--- config.mk ---
export PLATFORM = sky130hd
export DESIGN_NAME = player_vertical_ctrl
export DESIGN_NICKNAME = d
export VERILOG_FILES = /design/src/rtl/player_vertical_ctrl_pkg.sv /design/src/rtl/player_vertical_ctrl_speed_params.sv /design/src/rtl/player_vertical_ctrl.sv
export SDC_FILE = /design/constraint.sdc
export NUM_CORES = 1
export LEC_CHECK = 0
export ABC_AREA = 1
export CELL_PAD_IN_SITES_DETAIL_PLACEMENT = 1
export CELL_PAD_IN_SITES_GLOBAL_PLACEMENT = 2
export CORE_UTILIZATION = 37
export DETAILED_ROUTE_END_ITERATION = 16
export DONT_BUFFER_PORTS = 1
export PLACE_DENSITY = 0.86
export SLEW_MARGIN = 20
export SYNTH_ARGS = -nofsm -noshare
export SYNTH_HDL_FRONTEND = slang
export SYNTH_SLANG_ARGS = --single-unit
--- constraint.sdc ---
create_clock -name clk_in -period 5.09 [get_ports clk_in]
set_input_delay 1.018 -clock clk_in [delete_from_list [all_inputs] [get_ports clk_in]]
set_output_delay 1.018 -clock clk_in [all_outputs]
set_load 0.01 [all_outputs]
--- src/rtl/player_vertical_ctrl_pkg.sv ---
// player_vertical_ctrl_pkg: shared state encoding, height scaling and speed parameter sets
package player_vertical_ctrl_pkg;
    typedef enum logic [1:0] {GROUND = 2'd0, AIR = 2'd1, DUCK = 2'd2} state_t;
    localparam int HEIGHT_SHIFT = 6;
    typedef struct packed {
        logic [5:0] grav;
        logic [7:0] duck_lim;
        logic [9:0] vjump;
    } speed_cfg_t;
    localparam speed_cfg_t CFG_1 = '{grav: 6'd1,  duck_lim: 8'd128, vjump: 10'd180};
    localparam speed_cfg_t CFG_2 = '{grav: 6'd4,  duck_lim: 8'd64,  vjump: 10'd300};
    localparam speed_cfg_t CFG_4 = '{grav: 6'd15, duck_lim: 8'd32,  vjump: 10'd470};
    localparam speed_cfg_t CFG_8 = '{grav: 6'd60, duck_lim: 8'd16,  vjump: 10'd700};
endpackage

--- src/rtl/player_vertical_ctrl_speed_params.sv ---
// speed_params: maps the game speed code to gravity, duck length and jump velocity
module speed_params
    import player_vertical_ctrl_pkg::*;
(
    input  logic [3:0] i_speed,
    output speed_cfg_t o_cfg
);
    assign o_cfg = i_speed == 4'd2 ? CFG_2 :
                   i_speed == 4'd4 ? CFG_4 :
                   i_speed == 4'd8 ? CFG_8 : CFG_1;
endmodule

--- src/rtl/player_vertical_ctrl.sv ---
// player_vertical_ctrl: per-frame jump/duck physics for the runner player
module player_vertical_ctrl
    import player_vertical_ctrl_pkg::*;
(
    input  logic       clk_in,
    input  logic       rst_in,
    input  logic       frame_in,
    input  logic [3:0] speed_in,
    input  logic       jump_in,
    input  logic       duck_in,
    output logic [9:0] height_out,
    output logic [1:0] state_out,
    output logic       ducking_out,
    output logic       airborne_out
);
    state_t       r_state, w_state;
    logic [15:0]  r_height, w_height;
    logic [11:0]  r_vel, w_vel;
    logic [7:0]   r_duck_cnt, w_duck_cnt;
    logic         r_duck_on_land, w_duck_on_land;
    logic         r_jump_pend, r_duck_pend;
    speed_cfg_t   r_cfg, w_cfg;
    logic         w_latch;
    logic         w_jump, w_duck, w_land;
    logic [17:0]  w_next;

    speed_params u_speed_params (.i_speed(speed_in), .o_cfg(w_cfg));

    assign w_jump = r_jump_pend | jump_in;
    assign w_duck = r_duck_pend | duck_in;
    assign w_next = {2'b00, r_height} + {{6{r_vel[11]}}, r_vel};
    assign w_land = r_vel[11] && (w_next[17] || w_next == 18'd0);

    always_comb begin
        w_state        = r_state;
        w_height       = r_height;
        w_vel          = r_vel;
        w_duck_cnt     = r_duck_cnt;
        w_duck_on_land = r_duck_on_land;
        w_latch        = 1'b0;
        case (r_state)
            GROUND, DUCK: begin
                if (w_jump) begin
                    w_state        = AIR;
                    w_height       = 16'd0;
                    w_vel          = {2'b00, w_cfg.vjump};
                    w_duck_on_land = 1'b0;
                    w_latch        = 1'b1;
                end else if (w_duck) begin
                    w_state    = DUCK;
                    w_duck_cnt = 8'd0;
                    w_latch    = r_state == GROUND;
                end else if (r_state == DUCK) begin
                    w_state    = r_duck_cnt == r_cfg.duck_lim - 8'd1 ? GROUND : DUCK;
                    w_duck_cnt = r_duck_cnt + 8'd1;
                end
            end
            AIR: begin
                if (w_land) begin
                    w_state        = r_duck_on_land ? DUCK : GROUND;
                    w_height       = 16'd0;
                    w_vel          = 12'd0;
                    w_duck_cnt     = 8'd0;
                    w_duck_on_land = 1'b0;
                end else begin
                    // a slam replaces this frame's gravity step
                    w_height       = w_next[15:0];
                    w_vel          = w_duck ? 12'd0 - {2'b00, r_cfg.vjump} : r_vel - {6'd0, r_cfg.grav};
                    w_duck_on_land = r_duck_on_land | w_duck;
                end
            end
            default: w_state = GROUND;
        endcase
    end

    always_ff @(posedge clk_in) begin
        if (rst_in) begin
            r_state        <= GROUND;
            r_height       <= 16'd0;
            r_vel          <= 12'd0;
            r_duck_cnt     <= 8'd0;
            r_duck_on_land <= 1'b0;
            r_jump_pend    <= 1'b0;
            r_duck_pend    <= 1'b0;
            r_cfg          <= CFG_1;
        end else begin
            r_jump_pend <= !frame_in && (r_jump_pend | jump_in);
            r_duck_pend <= !frame_in && (r_duck_pend | duck_in);
            if (frame_in) begin
                r_state        <= w_state;
                r_height       <= w_height;
                r_vel          <= w_vel;
                r_duck_cnt     <= w_duck_cnt;
                r_duck_on_land <= w_duck_on_land;
                if (w_latch) r_cfg <= w_cfg;
            end
        end
    end

    assign height_out   = r_height[HEIGHT_SHIFT +: 10];
    assign state_out    = r_state;
    assign ducking_out  = r_state == DUCK;
    assign airborne_out = r_state == AIR;
endmodule

Word-level counts from Yosys, hierarchy flattened
Index checks and enable logic that the tools add are counted.

Flip-flop bits (word level): 65. Bits of input ports: 9. Output and inout port bits: 14.

$add $sub $neg: 5. Equal/unequal tests: 11. Multiplexer cells: 28. Bitwise logic cells: 3. Reduce and logical (&&, ||, !) cells: 13.

Operator list (count): $mux W24 (3); $mux W12 (3); $mux W16 (2); $mux W8 (4); $pmux W16 S2 (1); $pmux W12 S2 (1); $add A17 B12 Y18 (1); $logic_not A18 Y1 (1); $pmux W8 S2 (1); $mux W2 (6); $sub A12 B6 Y12 (1); $sub A1 B10 Y11 const A (1); $add A8 B1 Y8 const B (1); $eq A8 B8 Y1 (1); $sub A8 B1 Y8 const B (1); $reduce_and A3 Y1 (2); $mux W1 (5); $reduce_and A5 Y1 (1); $eq A4 B2 Y1 const B (1); $eq A4 B3 Y1 const B (1); $eq A4 B4 Y1 const B (1); $ne A2 B2 Y1 const B (2); $ne A4 B4 Y1 const B (1); $pmux W2 S2 (1); 13 further kinds (17).

Depth between registers and ports, before layout
Gate-level depths: netlist of the first run.

Depth after elaboration: 7. Mapped depth: 20.

Modules after synthesis
From an unflattened synthesis of the first run, not the netlist that was laid out.

Cell total of the unflattened synthesis: 739. Area, all modules: 4683.2 um2.

Modules (own cells, without submodules): player_vertical_ctrl (times used 1, cells each 706, area each 4485.6 um2); speed_params (times used 1, cells each 33, area each 197.7 um2).

Worst setup path after synthesis of the first run
No wires, ideal clock.

Path kind: register -> register. Start: register r_height[0]. End: register r_state[0] (netlist: state_out[0]). Arrival: 2.344 ns. Data required time: 4.974 ns. Slack: 2.629 ns. Stages on the path, launching flop included: 17. Buffers on the path: 1. Clock period less this slack: 2.461 ns. Path through: dfxtp_1 > ha_1 > fa_1 > or2_2 > nor2_1 > nand3_1 > nor2_1 > nand3_1 > nor2_1 > nand4_1 > nand2_2 > nand2_4 > nand2_4 > buf_6 > nand3_1 > o211ai_1 > inv_1.

Longest elaborated chain between the ends: 6.

Ends and longest elaborated chain: start: declaration (RTL line player_vertical_ctrl.sv:17) `logic [15:0] r_height, w_height;`; start signal: assignment (RTL line player_vertical_ctrl.sv:91) `r_height <= w_height;`; $add A17 B12 Y18 (*) (RTL line player_vertical_ctrl.sv:31) `assign w_next = {2'b00, r_height} + {{6{r_vel[11]}}, r_vel};`; $logic_not A18 Y1 (RTL line player_vertical_ctrl.sv:32) `assign w_land = r_vel[11] && (w_next[17] || w_next == 18'd0);`; $logic_or A1 B1 Y1 (*) (RTL line player_vertical_ctrl.sv:32); $logic_and A1 B1 Y1 (*) (RTL line player_vertical_ctrl.sv:32); $ne A2 B1 Y1 (no line) (*); $reduce_and A3 Y1 (no line) (*); end signal: assignment (RTL line player_vertical_ctrl.sv:90) `r_state <= w_state;`; end: declaration (RTL line player_vertical_ctrl.sv:16) `state_t r_state, w_state;`.

Mark *: on every way between the ends. The rest lies on a longest branch, timed or not. A chain may end at the register's enable or synchronous reset.

Worst setup path after layout of the first run
Start: register r_vel[11]. End: register r_vel[7].

Longest elaborated chain between the ends: 6.

Ends and longest elaborated chain: start: declaration (RTL line player_vertical_ctrl.sv:18) `logic [11:0] r_vel, w_vel;`; start signal: assignment (RTL line player_vertical_ctrl.sv:92) `r_vel <= w_vel;`; $add A17 B12 Y18 (RTL line player_vertical_ctrl.sv:31); $logic_not A18 Y1 (RTL line player_vertical_ctrl.sv:32); $logic_or A1 B1 Y1 (RTL line player_vertical_ctrl.sv:32); $logic_and A1 B1 Y1 (*) (RTL line player_vertical_ctrl.sv:32); $mux W12 (*) (RTL line player_vertical_ctrl.sv:59) `if (w_land) begin`; $pmux W12 S2 (*) (RTL line player_vertical_ctrl.sv:41) `case (r_state)`.

Marks and branches as above.

==> results of run 1 <==
==> kinds of logic (layout without fill, tap and decap cells) <==
kind of cell	Yosys count	after routing	synth area share (%)
AOI/OAI and AO/OA	93	93	13.36
xor gates and xnor gates	12	12	2.597
adders and majority gates	27	27	8.720
buffers and inverters	108	93	11.60
DFF	52	52	25.73
muxes	1	1	0.2474
and+or+nand+nor	333	333	37.76
==> layer usage <==
layer	vias up	global-route usage (%)
met1	1847	26.88
met5	-	0
met3	21	2.796
li1	1966	-
met2	63	38.99
met4	0	6.751
==> flip-flops by register name, indices dropped and copies added (netlist names) <==
| register | cells |
|---|---|
| r_cfg | 11 |
| r_jump_pend | 1 |
| r_duck_pend | 1 |
| r_vel | 12 |
| state_out | 2 |
| r_duck_cnt | 8 |
| r_height | 16 |
| r_duck_on_land | 1 |
==> report_power, final <==
| part | internal, mW | switching (mW) |
|---|---|---|
| sequential | 0.428 | 0.0275 |
| combinational | 0.0865 | 0.162 |
| clock | 0.146 | 0.144 |
==> final timing paths <==
path	cells past startpoint	start	end
min	2	r_cfg[20]$_SDFFE_PP0P_	r_cfg[20]$_SDFFE_PP0P_
max reg2reg	16	r_vel[11]$_SDFFE_PP0P_	r_vel[7]$_SDFFE_PP0P_
max	16	r_vel[11]$_SDFFE_PP0P_	r_vel[7]$_SDFFE_PP0P_
min reg2reg	2	r_cfg[20]$_SDFFE_PP0P_	r_cfg[20]$_SDFFE_PP0P_
==> synth_stat cells (2+ instances only) <==
cell type    n
nand2_2     20
xor2_1       7
ha_1        25
a211oi_1     2
a21oi_1     43
buf_2        3
o2111ai_1    2
xnor2_1      5
clkinv_1     3
or2_2        4
nor2_2       3
clkbuf_1     8
inv_1       79
nand3b_1     6
a31oi_1      3
nand3_2      3
a21oi_2     11
buf_4       11
o21ai_0     26
a21o_1       2
dfxtp_1     52
nor2_1      56
fa_1         2
nand2_4      2
nor3_2       3
nand4_1     11
nor3_1      12
nand2_1    172
nand3_1     34
==> layout make-up <==
class	instances	share of cell area, %
clock buffers	6	1.735
clock inverters	2	0.8378
flip-flops and latches	52	24.90
inverters	83	7.451
multi-input cells	466	60.65
well taps	136	4.069
repair buffers	2	0.3591
==> critical path: stages, from the launching register on <==
cell      delay [ps]
dfxtp_1          640
ha_1             390
nand2_1          190
inv_1             60
nand2_1           60
nand2_1           40
a21oi_1          200
nand2_1          100
nand2_1           70
nand2_1           70
nand2_1           60
nor2_1            40
nand4_1           80
nand2_2           90
a21boi_2         570
nand3b_1         190
a21oi_1          170
==> per-stage QoR <==
step | setup slack (ps) | std cells
2_1_floorplan | 2629 | 626
3_3_place_gp | 2103 | 739
3_5_place_dp | 2015 | 739
4_1_cts | 1967 | 747
5_1_grt | 1649 | 747
6_report | 1998 | 747
==> flow_summary.ini, run 1 <==
[setup_path]
crit_required_ps = 5340
crit_fanout = 14
crit_type = flop to flop
arrival_ps = 3340
start_kind = flop
r2r_slack_ps = 2000
end_kind = flop

[clocking]
h-tree-depth = 2
clock-sinks = 52
cts_resized = 0
clock_path_buffers = 2
hold_buffers = 0
clkTransAtPathRegs_ps = 100
worstSkewPairLatency_ps = 310
cts_made_buffers = 5
cts_setup_buffers = 0
cts_tree = yes
clockRootBuffer = clkbuf_8

[synthesis]
synth_cells = 626
yosys.area.top_type = dfxtp_1
ys.flop_type = dfxtp_1
synth-async-reset-ratio_pct = 0
ys_seq_elements = 52
ys_warn_count = 0
synth_top_area_share_pct = 25.73
synth_cell_types = 45
synth-edff-count = 0
ys_seq_area_share_pct = 25.73
synth.area.top_cells = dfxtp_1 26%, nand2_1 16%, ha_1 7.7%, inv_1 7.3%, a21oi_1 5.3%
syn-num-nets = 662
syn_area_per_cell_sq_um = 6.464
netlist_area_sq_um = 4046

[floorplanning]
io_pins = 23
core_area_sq_um = 10460
dieArea_sq_um = 11360
dieWidth_microns = 106.6
start_util_pct = 38.67
rows = 37
die_h_microns = 106.6

[cells_and_area]
layout_commonest_cell = nand2_1
utilization_pct = 39.97
area_growth_syn_to_layout_pct = 3.340
design_area_sq_um = 4182
seq_area_sq_um = 1041
nFillCells = 1408
layout-drive-gt1-share_pct = 9.984
nNetsFinal = 646
diodes = 0
multi_input_area_sq_um = 2536
final_cell_mix = 172 x nand2_1, 79 x inv_1, 56 x nor2_1

[global_routing]
track_usage_pct = 21.75
antenna_found_initial = 0
grt_pass1_vias = 4069
grt_pass1_wl_microns = 19690
grt_max_degree = 31
overflow = 0

[detailed_routing]
routed_wl_microns = 11690
top_layer_used = met4
wirelength_met1_microns = 5394
routedWlPerCell_microns = 15.65
first_pass_iters = 6
vias = 3897
met3WireLength_microns = 371
via_per_inst = 5.217
wl_met2_microns = 5715
ant_nets = 0
drtIter0Drc = 111
drc = 0

[run]
drv_cap = 0

[sta]
fin_crit_ps = 3092
hold_viol_final = 0
max_freq_mhz = 323.4
finalMaxSlewViolations = 0
period_share_pct = 60.75
worst_pin_slew_ps = 705.3
hold_ws_ps = 465.3
fin_worst_skew_ps = 12.54
relSlewSlack_pct = 52.93
rsz0062_at_grt = no
setup_violations = 0
setup_tns_ps = 0

[place]
place_congestion = 0.8217
dpl_cell_area_sq_um = 4074
io_buffers = 0
place_hpwl_microns = 9227

[pwr]
cellPowerDensity_nw_per_um2 = 237.8
p_leak_nw = 1.911
total_power_mw = 0.9943
vdd_drop_max_v = 0.0001119

[outcome]
outcome = finished clean

[hold_path]
hold_path.class = flop to flop
(Power assumes the default switching activity.)
==> run 2: changes to the inputs <==
--- a/config.mk
+++ b/config.mk
@@ -8,10 +8,10 @@
 export ABC_AREA = 1
 export CELL_PAD_IN_SITES_DETAIL_PLACEMENT = 1
 export CELL_PAD_IN_SITES_GLOBAL_PLACEMENT = 2
-export CORE_UTILIZATION = 37
+export CORE_UTILIZATION = 32
 export DETAILED_ROUTE_END_ITERATION = 16
 export DONT_BUFFER_PORTS = 1
-export PLACE_DENSITY = 0.86
+export PLACE_DENSITY = 0.79
 export SLEW_MARGIN = 20
 export SYNTH_ARGS = -nofsm -noshare
 export SYNTH_HDL_FRONTEND = slang
==> constraint.sdc (replaced) <==
create_clock -name clk_in -period 2.6 [get_ports clk_in]
set_input_delay 0.52 -clock clk_in [delete_from_list [all_inputs] [get_ports clk_in]]
set_output_delay 0.52 -clock clk_in [all_outputs]
set_load 0.01 [all_outputs]
==> run 2 against run 1 <==
Power increased by 120%. First-iteration DRC count rose by 9.0%. Final area increased by 19%. Final cell count up 11%. Fmax is 25% higher. Die area grew 15%. Clock skew decreased by 8.3 ps. Flip-flop and latch count stayed put. Combinational power grew to 2.5 times the previous value. Largest power group unchanged. Critical endpoint is now r_duck_cnt[3]$_SDFFE_PP0P_. Clock-buffer cell count is 2 higher. Sequential share of layout area shrank 3.6 points. Critical path type unchanged.
==> flow_summary.ini, run 2 (synthesis results as in run 1) <==
[detailed_routing]
ant_nets = 0
vias = 4045
first_pass_iters = 6
drc = 0
drtIter0Drc = 121
via_per_inst = 4.879
routed_wl_microns = 12520
routedWlPerCell_microns = 15.10

[setup_path]
rr_endpoint = r_duck_cnt[3]$_SDFFE_PP0P_
setup.worst_path.end = r_duck_cnt[3]$_SDFFE_PP0P_
critPathLaunch = r_height[0]$_SDFFE_PP0P_
end_kind = flop
r2r_slack_ps = 140
crit_fanout = 8
start_kind = flop
timing.rr.start = r_height[0]$_SDFFE_PP0P_
crit_type = flop to flop
crit_required_ps = 2840
arrival_ps = 2700
reg2reg_depth = 16

[pwr]
p_comb_share_pct = 28.6
clkPwrFrac_pct = 31.2
cellPowerDensity_nw_per_um2 = 444.7
seqPwrFrac_pct = 40.2
vdd_drop_max_v = 0.0002377
p_leak_nw = 2.184
swShare_pct = 32.57
p_int_mw = 1.488
net-switching-power_mw = 0.7188
total_power_mw = 2.207

[clocking]
clkTransAtPathRegs_ps = 70
clock_path_buffers = 2
cts_made_buffers = 5
clock-sinks = 52
cts_tree = yes
h-tree-depth = 2
worstSkewPairLatency_ps = 300
clockRootBuffer = clkbuf_16

[hold_path]
hold_path.class = input pin to flop

[cells_and_area]
nNetsFinal = 696
seq_area_sq_um = 1056
top_regs = r_height: 16 flops, r_vel: 12 flops, r_cfg: 11 flops
multi_input_area_sq_um = 2831
layout_commonest_cell = nand2_1
diodes = 0
nFillCells = 1603
area_growth_syn_to_layout_pct = 22.63
largest_register_ffs = 16
layout-drive-gt1-share_pct = 24.96
max_flop_register = r_height
layout.cells.non_filler = 829
final_cell_mix = 157 x nand2_1, 79 x inv_1, 50 x nor2_1
design_area_sq_um = 4962

[place]
place_hpwl_microns = 9732
dp.cells = 817
dpl_cell_area_sq_um = 4459
pre_cts_ws_ps = -93.96
place_congestion = 0.7950
io_buffers = 0

[sta]
hold_viol_final = 0
fin_ws_ps = 135.4
relSlewSlack_pct = 51.00
fin_worst_skew_ps = 4.241
max_freq_mhz = 405.8
fin_crit_ps = 2465
finalMaxSlewViolations = 0
setup_violations = 0
rsz0062_at_grt = yes
period_share_pct = 94.79
worst_pin_slew_ps = 731.0

[global_routing]
antenna_found_initial = 0
overflow = 0
grt_pass1_vias = 4170
track_usage_pct = 20.32
grt_max_degree = 30
grt_pass1_wl_microns = 20850

[floorplanning]
dieArea_sq_um = 13100
dieWidth_microns = 114.5
start_util_pct = 33.27
rows = 40
core_area_sq_um = 12160
die_h_microns = 114.5
io_pins = 23

[run]
drv_cap = 0

[outcome]
outcome = finished clean
run 2: critical path, stage by stage, from the launching register on:
cell	delay [ps]
dfxtp_2	350
ha_4	140
fa_2	440
or2_4	250
nor2_4	80
nand3_2	60
nor2_2	100
nand3_2	90
nor2_1	100
nand4_1	120
nand2_2	110
nand2_4	70
nand2_8	110
nand3_4	130
nand2_1	100
inv_1	40
nor2_1	90
run 2: per-layer routing:
layer / global-route usage [%] / wire [microns] / up-vias
li1: - / - / 2078
met5: 0 / 0 / -
met3: 2.488 / 234 / 7
met1: 24.89 / 5707 / 1932
met2: 37.82 / 6478 / 28
met4: 4.329 / 99 / 0
run 2: metrics by stage:
step / hold WS (ps) / utilization (%) / setup TNS [ps]
detailed placement: 452.6 / 36.67 / -1442
finish: 286.4 / 40.80 / 0
CTS: 276.0 / 38.73 / -0.1581
global route: 268.7 / 40.80 / -1164
global placement: 442.9 / 36.67 / -52.41
floorplan: 430.3 / - / 0
run 2: power groups by stage:
stage          clock network (mW)  registers, mW  logic (mW)
2_1_floorplan                   0          0.885       0.401
3_3_place_gp                    0          0.895       0.543
3_5_place_dp                    0          0.897       0.560
4_1_cts                     0.716          0.879       0.586
5_1_grt                     0.735          0.893       0.707
6_report                    0.688          0.887       0.632
run 2: layout make-up:
cell class              count  area share [%]
multi-input cells         467           57.06
well taps                 168           4.236
inverters                  83           6.278
repair buffers             51           8.195
flip-flops and latches     52           21.28
clock buffers               8           2.950
run 2: how the worst min path moves through the flow:
stage | from | cells past startpoint | endpoint
finish | rst_in | 1 | r_height[2]$_SDFFE_PP0P_
floorplan | r_cfg[18]$_SDFFE_PP1P_ | 1 | r_cfg[18]$_SDFFE_PP1P_
global route | rst_in | 1 | r_height[0]$_SDFFE_PP0P_
global placement | r_cfg[3]$_SDFFE_PP0P_ | 2 | r_cfg[3]$_SDFFE_PP0P_
detailed placement | r_cfg[20]$_SDFFE_PP0P_ | 2 | r_cfg[20]$_SDFFE_PP0P_
CTS | rst_in | 1 | r_height[0]$_SDFFE_PP0P_
run 2: what timing repair did:
action / 4_1_cts / 5_1_grt
cloned: 1 / 0
endpoints found under the setup margin: 21 / 38
resized for setup: 16 / 59
pin swaps: 20 / 17
setup buffers: 2 / 1
hold buffers: 0 / 0
